## config.mk

```make
export PLATFORM = sky130hd
export DESIGN_NAME = apb_slave_stream_bridge
export DESIGN_NICKNAME = d
export VERILOG_FILES = /design/src/rtl/apb_stream_pkg.sv /design/src/rtl/apb_cpl_timeout.sv /design/src/rtl/apb_slave_stream_bridge.sv
export SDC_FILE = /design/constraint.sdc
export NUM_CORES = 1
export LEC_CHECK = 0
export BUFFER_PORTS_ARGS = -buffer_cell sky130_fd_sc_hd__buf_4
export CAP_MARGIN = 20
export CORE_UTILIZATION = 49
export DETAILED_ROUTE_END_ITERATION = 7
export PLACE_DENSITY = 0.81
export SLEW_MARGIN = 30
export SYNTH_ARGS = -nofsm -noshare
export SYNTH_HDL_FRONTEND = slang
export SYNTH_SLANG_ARGS = --single-unit
```

## constraint.sdc

```tcl
create_clock -name clk -period 2.43 [get_ports clk]
set_input_delay 0.1215 -clock clk [delete_from_list [all_inputs] [get_ports clk]]
set_output_delay 0.1215 -clock clk [all_outputs]
set_load 0.01 [all_outputs]
```

## src/rtl/apb_stream_pkg.sv

```systemverilog
// Shared beat-kind codes and FSM state encoding for the APB slave stream bridge.
package apb_stream_pkg;

    localparam logic [1:0] KIND_WR_ADDR = 2'd0;
    localparam logic [1:0] KIND_WR_DATA = 2'd1;
    localparam logic [1:0] KIND_RD_ADDR = 2'd2;

    typedef enum logic [2:0] {
        IDLE      = 3'd0,
        SEND_ADDR = 3'd1,
        SEND_DATA = 3'd2,
        WAIT_CPL  = 3'd3,
        RESP      = 3'd4
    } state_t;

endpackage

```

## src/rtl/apb_cpl_timeout.sv

```systemverilog
// Completion watchdog: counts cycles while enabled, flags the last allowed cycle.
module apb_cpl_timeout #(
    parameter int TIMEOUT = 255
) (
    input  logic clk,
    input  logic rst_n,
    input  logic i_clear,
    input  logic i_enable,
    output logic o_expired
);

    generate
        if (TIMEOUT == 0) begin : g_off
            assign o_expired = 1'b0;
        end else begin : g_on
            localparam int CNT_W = $clog2(TIMEOUT + 1);
            logic [CNT_W-1:0] r_cnt;

            always_ff @(posedge clk or negedge rst_n) begin
                if (!rst_n)
                    r_cnt <= '0;
                else if (i_clear)
                    r_cnt <= '0;
                else if (i_enable)
                    r_cnt <= r_cnt + CNT_W'(1);
            end

            // Count starts at 0 on the first waiting cycle, so TIMEOUT-1 is the last one.
            assign o_expired = i_enable && (r_cnt == CNT_W'(TIMEOUT - 1));
        end
    endgenerate

endmodule

```

## src/rtl/apb_slave_stream_bridge.sv

```systemverilog
// APB slave that turns each transfer into address/data beats on a valid/ready
// stream and waits for a peripheral completion (or timeout) before pready.
module apb_slave_stream_bridge
    import apb_stream_pkg::*;
#(
    parameter int ID      = 1,
    parameter int SEL_W   = 2,
    parameter int ADDR_W  = 32,
    parameter int DATA_W  = 32,
    parameter int TIMEOUT = 255
) (
    input  logic              clk,
    input  logic              rst_n,
    input  logic [SEL_W-1:0]  psel,
    input  logic              penable,
    input  logic              pwrite,
    input  logic [ADDR_W-1:0] paddr,
    input  logic [DATA_W-1:0] pwdata,
    output logic [DATA_W-1:0] prdata,
    output logic              pready,
    output logic              pslverr,
    output logic              m_valid,
    input  logic              m_ready,
    output logic [1:0]        m_kind,
    output logic [DATA_W-1:0] m_data,
    input  logic              cpl_valid,
    input  logic              cpl_err,
    input  logic [DATA_W-1:0] cpl_data
);

    state_t            r_state, w_state_nxt;
    logic              r_write, w_write_nxt;
    logic [DATA_W-1:0] r_wdata, w_wdata_nxt;
    logic              r_pready, w_pready_nxt;
    logic              r_pslverr, w_pslverr_nxt;
    logic [DATA_W-1:0] r_prdata, w_prdata_nxt;
    logic              r_m_valid, w_m_valid_nxt;
    logic [1:0]        r_m_kind, w_m_kind_nxt;
    logic [DATA_W-1:0] r_m_data, w_m_data_nxt;
    logic              w_sel;
    logic              w_expired;

    assign w_sel = (psel == SEL_W'(ID));

    apb_cpl_timeout #(.TIMEOUT(TIMEOUT)) u_timeout (
        .clk       (clk),
        .rst_n     (rst_n),
        .i_clear   (r_state != WAIT_CPL),
        .i_enable  (r_state == WAIT_CPL),
        .o_expired (w_expired)
    );

    always_ff @(posedge clk or negedge rst_n) begin
        if (!rst_n) begin
            r_state   <= IDLE;
            r_write   <= 1'b0;
            r_wdata   <= '0;
            r_pready  <= 1'b0;
            r_pslverr <= 1'b0;
            r_prdata  <= '0;
            r_m_valid <= 1'b0;
            r_m_kind  <= KIND_WR_ADDR;
            r_m_data  <= '0;
        end else begin
            r_state   <= w_state_nxt;
            r_write   <= w_write_nxt;
            r_wdata   <= w_wdata_nxt;
            r_pready  <= w_pready_nxt;
            r_pslverr <= w_pslverr_nxt;
            r_prdata  <= w_prdata_nxt;
            r_m_valid <= w_m_valid_nxt;
            r_m_kind  <= w_m_kind_nxt;
            r_m_data  <= w_m_data_nxt;
        end
    end

    always_comb begin
        w_state_nxt   = r_state;
        w_write_nxt   = r_write;
        w_wdata_nxt   = r_wdata;
        w_pready_nxt  = r_pready;
        w_pslverr_nxt = r_pslverr;
        w_prdata_nxt  = r_prdata;
        w_m_valid_nxt = r_m_valid;
        w_m_kind_nxt  = r_m_kind;
        w_m_data_nxt  = r_m_data;

        case (r_state)
            IDLE: begin
                w_pready_nxt  = 1'b0;
                w_pslverr_nxt = 1'b0;
                w_prdata_nxt  = '0;
                w_m_valid_nxt = 1'b0;
                w_m_kind_nxt  = KIND_WR_ADDR;
                w_m_data_nxt  = '0;
                if (w_sel && penable && !r_pready) begin
                    w_write_nxt   = pwrite;
                    w_wdata_nxt   = pwdata;
                    w_m_kind_nxt  = pwrite ? KIND_WR_ADDR : KIND_RD_ADDR;
                    w_m_data_nxt  = DATA_W'(paddr);
                    w_m_valid_nxt = 1'b1;
                    w_state_nxt   = SEND_ADDR;
                end
            end
            SEND_ADDR: begin
                if (m_ready) begin
                    if (r_write) begin
                        w_m_kind_nxt = KIND_WR_DATA;
                        w_m_data_nxt = r_wdata;
                        w_state_nxt  = SEND_DATA;
                    end else begin
                        w_m_valid_nxt = 1'b0;
                        w_state_nxt   = WAIT_CPL;
                    end
                end
            end
            SEND_DATA: begin
                if (m_ready) begin
                    w_m_valid_nxt = 1'b0;
                    w_state_nxt   = WAIT_CPL;
                end
            end
            WAIT_CPL: begin
                // A completion arriving on the expiry cycle still counts as on time.
                if (cpl_valid) begin
                    w_pready_nxt  = 1'b1;
                    w_pslverr_nxt = cpl_err;
                    w_prdata_nxt  = r_write ? '0 : cpl_data;
                    w_state_nxt   = RESP;
                end else if (w_expired) begin
                    w_pready_nxt  = 1'b1;
                    w_pslverr_nxt = 1'b1;
                    w_prdata_nxt  = '0;
                    w_state_nxt   = RESP;
                end
            end
            RESP: begin
                w_pready_nxt  = 1'b0;
                w_pslverr_nxt = 1'b0;
                w_prdata_nxt  = '0;
                w_state_nxt   = IDLE;
            end
            default: w_state_nxt = IDLE;
        endcase
    end

    assign prdata  = r_prdata;
    assign pready  = r_pready;
    assign pslverr = r_pslverr;
    assign m_valid = r_m_valid;
    assign m_kind  = r_m_kind;
    assign m_data  = r_m_data;

endmodule

```

After elaboration in Yosys (flattened, before gate mapping)
Cells that the tools add are included.

Register bits after elaboration: 113. Output and inout bits: 69.

Add/sub/neg operators: 1. Eq/ne operators: 13. Muxes and demuxes: 32. Reductions and logical operators: 15.

Operators by type and width (count): $mux W32 (6); $pmux W32 S2 (2); $mux W8 (2); $mux W3 (5); $pmux W3 S4 (1); $ne A2 B2 Y1 const B (5); $add A8 B1 Y8 const B (1); $eq A8 B8 Y1 const B (1); $mux W1 (8); $mux W2 (4); $reduce_and A4 Y1 (2); $eq A3 B2 Y1 const B (2); $reduce_bool A2 Y1 (3); $pmux W1 S2 (2); $pmux W2 S2 (1); $reduce_and A2 Y1 (2); $eq A3 B1 Y1 const B (1); $eq A3 B3 Y1 const B (1); $logic_and A1 B1 Y1 (3); $logic_not A3 Y1 (1); $ne A3 B2 Y1 const B (1); $ne A3 B3 Y1 const B (1); $pmux W1 S3 (1); $reduce_and A3 Y1 (1); 4 further kinds (4).

Logic depth before layout (Yosys ltp)
Gate-level depths: netlist (run 1).

Word-level depth: 5. Mapped depth: 6. Gate-level depth less buffers: 5.

Modules after synthesis
Synthesis (run 1) repeated with hierarchy kept, for this count alone.

Cells, all modules: 403. Area total of the unflattened synthesis: 5084.9 sq um.

Modules (own cells, without submodules): apb_slave_stream_bridge (times used 1, cells an instance 362, area an instance 4673.2 sq um, seq. area each 2627.5 sq um); apb_cpl_timeout (times used 1, cells an instance 41, area an instance 411.6 sq um, seq. area each 200.2 sq um).

Worst setup path before layout (run 1)
Ideal clock, no wire load.

Path kind: register to register. Start: register r_state[1]. End: register r_wdata[10]. Library setup time: 0.125 ns. Arrival: 1.631 ns. Required time: 2.305 ns. Slack: 0.674 ns. Cell stages (with the launch flop): 7. Cells stage by stage: dfrtp_1 buf_6 or2_4 or3_1 buf_6 buf_12 mux2_4.

Cells in the longest elaborated chain, start to end: 2.

RTL lines: from (decl) (RTL line apb_slave_stream_bridge.sv:31) `state_t r_state, w_state_nxt;`; from (signal assigned) (RTL line apb_slave_stream_bridge.sv:65) `r_state <= w_state_nxt;`; $logic_not A3 Y1 (RTL line apb_slave_stream_bridge.sv:88) `case (r_state)`; $reduce_and A2 Y1 (no source line); to (signal assigned) (RTL line apb_slave_stream_bridge.sv:67) `r_wdata <= w_wdata_nxt;`; to (decl) (RTL line apb_slave_stream_bridge.sv:33) `logic [DATA_W-1:0] r_wdata, w_wdata_nxt;`.

Every way passes these cells. A chain may end at the register's enable or synchronous reset.

Final worst setup path (run 1)
Start: register r_state[0]. End: register r_wdata[20].

Same word-level chain as after synthesis.

==> results of run 1 <==
power by group:
| part | internal, mW | leakage [nW] | switching, mW |
|---|---|---|---|
| clock network | 1.50 | 0.275 | 0.921 |
| registers | 2.76 | 1.43 | 0.613 |
| logic | 1.92 | 2.02 | 1.71 |
| total | 6.18 | 3.73 | 3.24 |
area by class of cell:
| cell class | count | share of cell area, % |
|---|---|---|
| Sequential cell | 113 | 37.1 |
| Timing Repair Buffer | 284 | 31.4 |
| Clock inverter | 14 | 2.05 |
| Clock buffer | 18 | 5.61 |
| Multi-Input combinational cell | 212 | 21.9 |
| Tap cell | 111 | 1.82 |
| Inverter | 4 | 0.197 |
cells in the final DEF (no fill, tap or decap), types with 2 or more instances in the layout:
| cell | synthesis | layout |
|---|---|---|
| dfrtp_1 | 113 | 113 |
| a21oi_1 | 35 | 35 |
| clkbuf_8 | 0 | 2 |
| nor2_1 | 42 | 40 |
| nand2_1 | 3 | 3 |
| clkbuf_16 | 0 | 16 |
| clkinv_4 | 0 | 3 |
| nand3b_1 | 2 | 2 |
| a22o_1 | 32 | 32 |
| buf_4 | 0 | 183 |
| a22oi_1 | 32 | 32 |
| inv_1 | 4 | 4 |
| a21o_1 | 2 | 2 |
| mux2_2 | 5 | 5 |
| clkinvlp_4 | 0 | 4 |
| nor2_2 | 0 | 2 |
| nand3_1 | 3 | 3 |
| bufinv_16 | 0 | 2 |
| mux2_4 | 28 | 28 |
| inv_6 | 0 | 4 |
| nand2b_1 | 2 | 2 |
| ha_1 | 2 | 2 |
| xor2_1 | 5 | 5 |
| dlygate4sd3_1 | 0 | 100 |
flip-flops by register name, summed over array words and instances, names as in the netlist:
register              flops
m_data                   32
prdata                   32
r_wdata                  32
u_timeout.g_on.r_cnt      8
r_state                   3
m_kind                    2
m_valid                   1
pready                    1
pslverr                   1
r_write                   1
repair_timing:
item / CTS / global route
hold buffers: 100 / 0
hold endpoints to repair: 137 / 0
buffers inserted: 0 / 0
per-layer routing:
metal,track usage [%],part of all wire [%],up-vias
met1,33.8,40,2011
met2,52.2,51,184
met4,12.0,2.1,0
met5,0,0,-
li1,-,-,1854
met3,9.14,6.6,28
metrics by stage:
step | setup WS [ps] | area (µm²) | util, % | hold WS (ps) | cells
CTS | 365 | 7630 | 83.0 | 37.7 | 756
global route | 279 | 7630 | 83.0 | 58.9 | 756
finish | 329 | 7630 | 83.0 | 38.5 | 756
global placement | 429 | 6040 | 65.7 | 115 | 624
floorplan | 674 | 4640 | - | -174 | 355
detailed placement | 375 | 6040 | 65.7 | 121 | 624
critical path: stages, from the launching register on:
cell and delay, ps:
dfrtp_1 510, or2_4 320, or3_2 420, buf_4 340, mux2_4 370
cells by family (layout without fill, tap and decap cells):
| kind of cell | Yosys count | count (layout) |
|---|---|---|
| xor+xnor | 6 | 6 |
| buf+inv | 30 | 320 |
| fa+ha+maj | 2 | 2 |
| mux | 34 | 34 |
| simple gates | 61 | 61 |
| compound gates | 109 | 109 |
| flops | 113 | 113 |
worst max-delay path by stage:
| stage | start | to | cells past startpoint |
|---|---|---|---|
| after floorplan | r_state[1] | r_wdata[10] | 6 |
| after detailed placement | r_state[0] | r_wdata[22] | 4 |
| after global placement | r_state[0] | r_wdata[18] | 4 |
| after CTS | r_state[0] | r_wdata[22] | 4 |
| final | r_state[0] | r_wdata[20] | 4 |
| after global routing | r_state[0] | r_wdata[11] | 4 |
==> impl_summary.md, run 1 <==
Outcome
The run finished with clean final reports.

Logic synthesis
The most common cell in the synthesized netlist is dfrtp_1. The number of enable-type register cells in the synthesized netlist is 0. Counting instances in the post-synthesis netlist gives the leading cell types as dfrtp_1 (113), nor2_1 (42), a21oi_1 (35). After synthesis the cells add up to 0.00464 mm². After synthesis, flip-flops and latches occupy 60.9% of the total area.

The share of synthesized flip-flops with an asynchronous set or reset is 100%. The synthesized flop and latch total is 113. By area the synthesized netlist is led by dfrtp_1 (61%), mux2_4 (9.1%), a22o_1 (6.0%). The share of synthesized cell area in and, or, nand and nor gates is 6.17%. The per-instance average area after synthesis is 13.1 µm². After technology mapping, the gate count stands at 355.

Summing the areas of all compound-gate instances in the mapped netlist gives 16.7% of the synthesized area. After Yosys synthesis, full adders, half adders and majority gates account for 0.539% of the synthesized area. The biggest area contributor in the post-synthesis netlist is dfrtp_1. The area share of the largest cell type after synthesis is 60.9%. The number of nets in the synthesized netlist is 462. The synthesized netlist devotes 1.13% of its cell area to XOR and XNOR gates.

Yosys printed 0 warnings. In the synthesized netlist the dominant register cell turns out to be dfrtp_1. Yosys mapped the design onto 40 distinct sky130hd cell types. By area, the combinational part of the netlist is dominated by compound AO/OA/AOI/OAI gates. The multiplexer area fraction after synthesis is 10.7%.

Detailed routing
For this block, the via count after detailed routing is 4077. The length of the first detailed-routing pass in iterations is 5. In the routed design, unresolved DRC markers number 0. In this run, the number of DRC markers left after iteration 0 of detailed routing was 117. The routed design has 14000 µm of wire. The post-detailed-route wirelength per cell is 18.6 µm. The mean number of vias per cell is 5.39.

The count of nets left with antenna violations once routing finished came out at 0.

Worst setup path
In this run the register-to-register setup slack is 330 ps. The worst setup path is of the flop to flop kind. The number of cell instances on the worst register-to-register path is 4.

In this run the critical register-to-register path is launched from r_state[0]. The maximum fanout count along the critical path is 35. The arrival time at the worst endpoint is 2490 ps. The required time of the critical path is 2820 ps. The worst register-to-register path ends at r_wdata[20]. The launching element type of the critical path is a flop. The kind of capture point of the worst setup path is a flop.

Worst hold path
The worst hold path was traced through 3 stages. The path category of the worst min-delay check is input pin to flop. The sink of the worst hold path is r_state[1].

The startpoint identified for the worst hold timing path is cpl_valid.

Placement
The HPWL after detailed placement is 7420 µm. Port buffering added 173 buffers. The final weighted congestion of routability-driven global placement is 0.789.

Timing
The post-route setup TNS is 0 ps. The number of endpoints failing setup at the final stage is 0. The maximum operating frequency is 476 MHz. The number of hold violations in the final report is 0. The worst path uses 86.5% of the clock period. The actual slew at the worst max-slew pin is 632 ps. The final max-slew violation count is 0. The post-layout minimum cycle time is 2100 ps.

Setup repair after global routing left no endpoint under its margin. Headroom to the max-slew limit came out at 57.8%. For the final database, setup skew stands at 19.5 ps.

Clock network
The H-tree was split into 4 levels. Clock tree synthesis inserted a total of 17 buffers. The maximum root-to-sink buffer count is 2.

The insertion delay of the later-clocked pin in the worst-skew pair is 520 ps. After clock tree synthesis, the clock-pin slew on the worst setup and hold paths is 60 ps. The clock tree root buffer cell is clkbuf_8.

The TritonCTS clock tree is yes. CTS saw 113 sinks. The post-cts resize count is 0.

GRT
Entering global routing, the biggest net connects 55 pins. The initial antenna violation count is 0. The total grt overflow is 0. The wire length of the first global-routing pass is 22000 µm.

The via count of the first global-routing pass is 4421. Global routing used 29.7% of the available tracks across all layers.

Finish
The multi-input gate area in the final layout is 0.00167 mm². The diode insertion count for antenna repair is 0. Across the whole layout, storage elements account for 0.00283 mm². The layout has 460 filler cells. The final net count is 739. The area growth from synthesis to layout is 64.3%. Cells with a size suffix above 1 make up 40.0% of the layout.

Die
The floorplan step defined a core boundary enclosing 0.00920 mm². The area of the die is 0.00987 mm². The initial standard-cell utilization of the core is 50.5%. The placement row count is 35. The die is 99.4 µm tall. The number of I/O pins is 174. The die extent in x is 99.4 µm.

Power and ir drop
The analysis attributes to cell leakage a power of 3.73 nW. Across the VDD grid, the largest voltage drop is 0.773 mV. For this design the ratio of total power to cell area is 1240 mW/mm². After layout, the design draws a total of 9.43 mW.

Run
Max-cap violations in this run came to 0.
Note: power is estimated with default switching activity, not from simulation.
==> inputs of run 2 (changes only) <==
--- a/config.mk
+++ b/config.mk
@@ -7,9 +7,9 @@
 export LEC_CHECK = 0
 export BUFFER_PORTS_ARGS = -buffer_cell sky130_fd_sc_hd__buf_4
 export CAP_MARGIN = 20
-export CORE_UTILIZATION = 49
+export CORE_UTILIZATION = 48
 export DETAILED_ROUTE_END_ITERATION = 7
-export PLACE_DENSITY = 0.81
+export PLACE_DENSITY = 0.79
 export SLEW_MARGIN = 30
 export SYNTH_ARGS = -nofsm -noshare
 export SYNTH_HDL_FRONTEND = slang
==> constraint.sdc (replaced) <==
create_clock -name clk -period 2.1 [get_ports clk]
set_input_delay 0.105 -clock clk [delete_from_list [all_inputs] [get_ports clk]]
set_output_delay 0.105 -clock clk [all_outputs]
set_load 0.01 [all_outputs]
==> impl_summary.md, run 2 (synthesized netlist as in run 1, its figures left out) <==
GRT
The fraction of met2 tracks used by global routing is 49.2% (-3.0 points). The fraction of met1 tracks used by global routing is 38.0% (+4.2 points). After global routing, the most crowded layer is met2. The pin count of the biggest net entering global routing was 44 (-20%).

The initial antenna violation count came to 0 (unchanged). The via count of the first global-routing pass is 4383 (-0.86%). The total routing resource utilization after global routing is 30.0% (+0.32 points).

The fraction of met3 tracks used by global routing is 8.43% (-0.71 points). The total grt overflow is 0 (unchanged). The wire length of the first global-routing pass is 22800 µm (+3.5%).

Power and ir drop
The leakage power summed over all cells is 3.75 nW (+0.72%). The clock network fraction of total power is 25.1% (-0.6 points). The overall power of the completed layout was 11.0 mW (+16%). The switching fraction of total power was 34.2% (-0.22 points). The sequential group share of total power is 35.7% (about the same). The maximum vdd ir drop came to 0.808 mV (+4.5%). The part of the total power dissipated in combinational logic is 39.2% (+0.7 points). The design internal power is 7.21 mW (+17%).

The power density over the cells was 1420 mW/mm² (+15%). The switching power summed over all nets is 3.75 mW (+15%).

Worst hold path
The tightest min-delay check is of the input pin to async pin type.

Detailed routing
The total length of routed wires is 14500 µm (+3.0%). The post-detailed-route wirelength per cell is 18.6 µm (about the same). The number of DRC markers in iteration 0 came to 154 (+32%). The count of vias placed by the detailed router is 4149 (+1.8%).

The residual DRC count was 0 (unchanged). The post-route antenna net violation count was 0 (unchanged). The length of the first detailed-routing pass in iterations is 6 (+1). The mean number of vias per cell was 5.33 (-1.1%).

Finish
The multi-input gate area in the final layout was 0.00167 mm² (+0.30%). The diode insertion count for antenna repair came to 0 (unchanged). The core utilization of the finished layout is 82.5% (-0.47 points). The count of fill cells added during filler insertion is 474 (+3.0%). The library cell used most frequently in the layout, excluding fill and tap cells, is buf_4. The final standard cell count with taps included and fillers excluded came to 778 (+2.9%). The final net count is 744 (+0.68%). The share of post-route cells with drive strength above 1 is 40.1% (+0.062 points). The sequential cell area is 0.00283 mm² (unchanged). The library cells used most frequently in the layout, excluding fill and tap cells, are buf_4 (186), dfrtp_1 (113), dlygate4sd3_1 (101). The layout overhead on the synthesized area is 65.7%.

Die
The initial standard-cell utilization of the core was 49.8% (-0.71 points). The placement row count is 35 (unchanged). The area of the die is 0.0101 mm² (+2.0%).

The core footprint is 0.00933 mm² (+1.4%). The die extent in x is 100 µm (+1.0%). The height of the die was 100 µm (+1.0%). The number of I/O pins is 174 (unchanged).

Placement
The final weighted congestion of routability-driven global placement is 0.769 (-2.6%). The number of cells in the design after placement came to 646 (+3.5%). The count of input and output buffers is 173 (unchanged). The placed wire-length estimate came to 7710 µm (+3.9%).

Timing
The actual slew at the worst max-slew pin came to 555 ps (-77.5 ps). The fraction of the cycle the final worst path needs is 92.5% (+6.1 points). The number of endpoints failing setup at the final stage is 0 (unchanged). The post-layout minimum cycle time came to 1940 ps (-158 ps). The final max-slew violation count is 0 (unchanged). The maximum operating frequency is 515 MHz (+8.1%). The number of hold violations in the final report was 0 (unchanged). The post-route setup TNS is 0 ps (unchanged). The worst hold slack is 137 ps (+98.1 ps). The final worst clock skew is 9.06 ps (-10.5 ps). The relative slew slack was 63.0% (+5.2 points).

Setup repair after global routing left no endpoint under its margin.

Worst setup path
The critical path goes through nand4bb_1 > or3_2 > buf_4 > mux2_4. The arrival time at the worst endpoint is 2330 ps (-160 ps). The maximum fanout count along the critical path is 11 (-69%). The number of buffer and inverter instances along the worst setup path is 1 (unchanged). The worst setup path is captured at a flop.

STA classifies the critical path startpoint as a flop. The critical path is of the flop to flop type. The cell with the largest stage delay on the worst path is or3_2. The gate family responsible for the most delay along the worst path is simple AND/OR/NAND/NOR gates. The required time of the critical path was 2480 ps (-340 ps). The maximum cell stage delay along the critical path is 560 ps (+50 ps).

Clock network
The clock-pin transition on the worst setup and hold timing paths is 60 ps (about the same). The insertion delay of the later-clocked pin in the worst-skew pair was 500 ps (-20 ps). The number of sinks on the clock net is 113 (unchanged). The maximum root-to-sink buffer count was 2 (unchanged). CTS placed an instance of clkbuf_8 at the clock tree root. TritonCTS built the clock tree. The number of clock buffers inserted by TritonCTS is 17 (unchanged). The number of levels in the clock H-tree is 4 (unchanged).

Run
The total of max-cap violations is 0 (unchanged).

Outcome
The run finished with clean final reports.
==> run 2: cell types whose count changed in the layout (fill, tap and decap cells not counted), sizes merged <==
| cell | change |
|---|---|
| buf | +4 |
| clkbuf | +3 |
| inv | -4 |
| dlygate4sd3 | +1 |
==> run 2: path summary, 6_finish.rpt <==
kind	from	to	slack, ps	cells past startpoint
setup / recovery	pready	r_wdata[4]	160	4
hold reg to reg	m_kind[0]	m_kind[0]	490	1
hold / removal	rst_n	m_data[11]	140	2
min in group clk	psel[1]	r_state[0]	250	4
max in group asynchronous	rst_n	r_wdata[17]	1260	3
setup reg to reg	pready	r_wdata[4]	160	4
==> run 2: power groups by stage <==
stage / registers (mW) / clock network, mW / logic (mW)
5_1_grt: 4.01 / 2.88 / 4.64
4_1_cts: 3.84 / 2.78 / 4.14
3_5_place_dp: 3.83 / 0 / 3.97
6_report: 3.91 / 2.75 / 4.30
2_1_floorplan: 4.00 / 0 / 2.03
3_3_place_gp: 3.81 / 0 / 3.84
==> run 2: metrics by stage <==
stage	instance area, µm²	worst slack [ps]
after global routing	7690	77.3
after detailed placement	6110	12.9
after global placement	6110	136
after floorplan	4640	344
final	7690	157
after CTS	7690	8.29
==> run 2: what timing repair did <==
action	in CTS	in global routing
resized for setup	0	1
hold endpoints to repair	140	0
setup buffers	0	0
hold buffers	101	0
endpoints found under the setup margin	0	14
==> run 2: area by class of cell <==
class | count | area share [%]
clock inverter | 10 | 1.43
tap | 129 | 2.10
inverter | 4 | 0.195
multi-input combinational | 212 | 21.7
sequential | 113 | 36.8
clock buffer | 21 | 5.97
timing repair buffer | 289 | 31.8
==> run 2: routing by layer <==
metal  up-vias  share of wire [%]
met5         -                  0
met4         0                2.1
met3        26                7.6
met2       222                 49
met1      2049                 42
li1       1852                  -
==> inputs of run 3 (changes only) <==
--- a/config.mk
+++ b/config.mk
@@ -7,9 +7,12 @@
 export LEC_CHECK = 0
 export BUFFER_PORTS_ARGS = -buffer_cell sky130_fd_sc_hd__buf_4
 export CAP_MARGIN = 20
-export CORE_UTILIZATION = 48
+export CELL_PAD_IN_SITES_DETAIL_PLACEMENT = 0
+export CELL_PAD_IN_SITES_GLOBAL_PLACEMENT = 2
+export CORE_UTILIZATION = 25
 export DETAILED_ROUTE_END_ITERATION = 7
-export PLACE_DENSITY = 0.79
+export PLACE_DENSITY = 0.67
+export REMOVE_ABC_BUFFERS = 1
 export SLEW_MARGIN = 30
 export SYNTH_ARGS = -nofsm -noshare
 export SYNTH_HDL_FRONTEND = slang
==> impl_summary.md, run 3 (synthesized netlist as in run 1, its figures left out) <==
Detailed routing
The post-route antenna net violation count is 0 (unchanged). The mean number of vias per cell came to 4.48 (-16%). The count of vias placed by the detailed router is 3863 (-6.9%). The residual DRC count is 26 (+26).

The number of DRC markers in iteration 0 is 181 (+18%). The length of the first detailed-routing pass in iterations came to 7 (+1). The total length of routed wires was 13200 µm (-8.5%).

The post-detailed-route wirelength per cell was 15.4 µm (-17%).

Power and ir drop
The overall power of the completed layout is 10.6 mW (-3.2%). The power density over the cells came to 1390 mW/mm² (-2.5%). The switching fraction of total power is 33.3% (-0.86 points). The switching power summed over all nets is 3.53 mW (-5.6%). The clock network fraction of total power was 24.8% (-0.3 points).

The sequential group share of total power is 35.9% (+0.2 points). The design internal power came to 7.08 mW (-1.9%). The maximum vdd ir drop is 0.630 mV (-22%). The leakage power summed over all cells is 3.68 nW (-2.0%). The part of the total power dissipated in combinational logic is 39.2% (about the same).

Finish
The share of post-route cells with drive strength above 1 is 40.4% (+0.38 points). The multi-input gate area in the final layout is 0.00167 mm² (unchanged). The diode insertion count for antenna repair is 0 (unchanged). The final standard cell count with taps included and fillers excluded is 862 (+11%).

The count of fill cells added during filler insertion is 1735 (+270%). The area of all placed cells without fillers came to 0.00764 mm² (-0.68%). The layout overhead on the synthesized area is 64.5%.

Leaving out fill and tap cells, the most frequent cell in the layout is buf_4. In the layout the commonest cells are buf_4 (181), dfrtp_1 (113), dlygate4sd3_1 (88). The sequential cell area is 0.00283 mm² (unchanged). The final net count was 727 (-2.3%).

Timing
The post-route setup TNS was 0 ps (unchanged). The maximum operating frequency is 525 MHz (+1.9%). The final worst setup slack came to 193 ps (+36.6 ps). The number of endpoints failing setup at the final stage is 0 (unchanged). The fraction of the cycle the final worst path needs is 90.8% (-1.7 points).

The relative slew slack is 38.7% (-24 points). The final worst clock skew is 11.6 ps (+2.57 ps). Setup repair after global routing left no endpoint under its margin. The post-layout minimum cycle time is 1910 ps (-36.6 ps). The number of hold violations in the final report is 0 (unchanged). The final max-slew violation count came to 0 (unchanged). The actual slew at the worst max-slew pin is 918 ps (+363 ps).

Worst hold path
The path with the worst hold slack has its endpoint at m_data[2]. The startpoint identified for the worst hold timing path is paddr[2]. The number of cells on the worst hold path is 3. The tightest min-delay check is of the input pin to flop type.

Die
The initial standard-cell utilization of the core came to 25.7% (-24 points). The area of the die was 0.0191 mm² (+90%). The core footprint was 0.0181 mm² (+94%).

The height of the die is 138 µm (+38%). The number of I/O pins is 174 (unchanged). The die extent in x is 138 µm (+38%). The placement row count was 49 (+40%).

Outcome
The final reports fail on DRC. The run finished, with violations left.

Worst setup path
The slack of the worst reg-to-reg path came to 190 ps (+40 ps). The arrival time at the worst endpoint is 2230 ps (-100 ps). The launching element type of the critical path is a flop. The required time of the critical path is 2430 ps (-50 ps).

The maximum fanout count along the critical path was 32 (+21). The number of cell instances on the worst register-to-register path came to 4 (unchanged). The endpoint identified for the worst register-to-register timing path is m_data[15].

The launching instance or port of the critical path is pready. By startpoint and endpoint, the worst setup path is classified as flop to flop. The startpoint of the worst-slack reg-to-reg timing path is pready. The worst setup path is captured at a flop.

Clock network
TritonCTS built the clock tree. The clock-pin transition on the worst setup and hold timing paths is 60 ps (about the same). The maximum root-to-sink buffer count came to 2 (unchanged). The number of sinks on the clock net was 113 (unchanged). The number of clock buffers inserted by TritonCTS came to 17 (unchanged). The number of setup buffers added after CTS is 0 (unchanged). CTS placed an instance of clkbuf_16 at the clock tree root. The number of levels in the clock H-tree came to 4 (unchanged). The insertion delay of the later-clocked pin in the worst-skew pair is 410 ps (-90 ps).

GRT
The total grt overflow is 0 (unchanged). The wire length of the first global-routing pass was 21700 µm (-4.9%). The via count of the first global-routing pass is 4140 (-5.5%). The pin count of the biggest net entering global routing is 43 (-2.3%). The total routing resource utilization after global routing came to 14.7% (-15 points). The initial antenna violation count is 0 (unchanged).

Placement
The count of input and output buffers was 173 (unchanged). The final weighted congestion of routability-driven global placement is 0.693 (-9.9%). The instance area after placement is 0.00622 mm² (+1.8%). The worst setup slack before clock tree synthesis was 182 ps (+169 ps). The placed wire-length estimate is 8410 µm (+9.1%). The number of cells in the design after placement is 742 (+15%).

Run
The total of max-cap violations is 0 (unchanged).
-- run 3: cell count changes in the layout (fill, tap and decap cells not counted), sizes merged --
cell	before	now
buf	188	184
bufinv	2	1
clkbuf	21	20
clkinv	4	8
clkinvlp	4	3
dlygate4sd3	101	88
-- run 3: power groups by stage --
stage                     sequential, mW  clock (mW)  combinational, mW
after global routing                3.96        2.83               4.57
after global placement              3.81           0               4.01
final                               3.81        2.64               4.16
after CTS                           3.82        2.73               4.22
after floorplan                     4.02           0               1.77
after detailed placement            3.82           0               4.08
-- run 3: stage by stage --
step	util (%)	hold slack, ps
4_1_cts	42.2	4.71
6_report	42.2	17.7
3_3_place_gp	34.4	148
3_5_place_dp	34.4	154
5_1_grt	42.2	8.44
2_1_floorplan	-	-191
-- run 3: final cells by class --
class | instances | area share (%)
Timing Repair Buffer | 272 | 30.1
Clock inverter | 12 | 1.21
Multi-Input combinational cell | 212 | 21.9
Sequential cell | 113 | 37.0
Inverter | 4 | 0.196
Clock buffer | 20 | 5.85
Tap cell | 229 | 3.75
-- run 3: timing repair --
item | 4_1_cts | 5_1_grt
endpoints found under the hold margin | 126 | 0
gates resized for setup | 0 | 0
hold buffers | 88 | 0
-- run 3: how the worst max path moves through the flow --
stage	endpoint
floorplan	m_kind[1]
global placement	m_data[15]
detailed placement	m_data[15]
CTS	m_data[15]
global route	m_data[15]
finish	m_data[15]
-- run 3: metal layers --
metal / vias up / GRT usage (%) / share of wire, %
li1: 1829 / - / -
met1: 1906 / 17.5 / 44
met2: 120 / 24.4 / 49
met3: 8 / 5.44 / 5.8
met4: 0 / 4.49 / 0.70
met5: - / 0 / 0
-- run 3: worst max-delay path: stages (launching register included) --
cell       delay (ps)
dfrtp_1           390
nand4bb_1         290
nor2_4            770
a22oi_1           160
a21oi_1           200
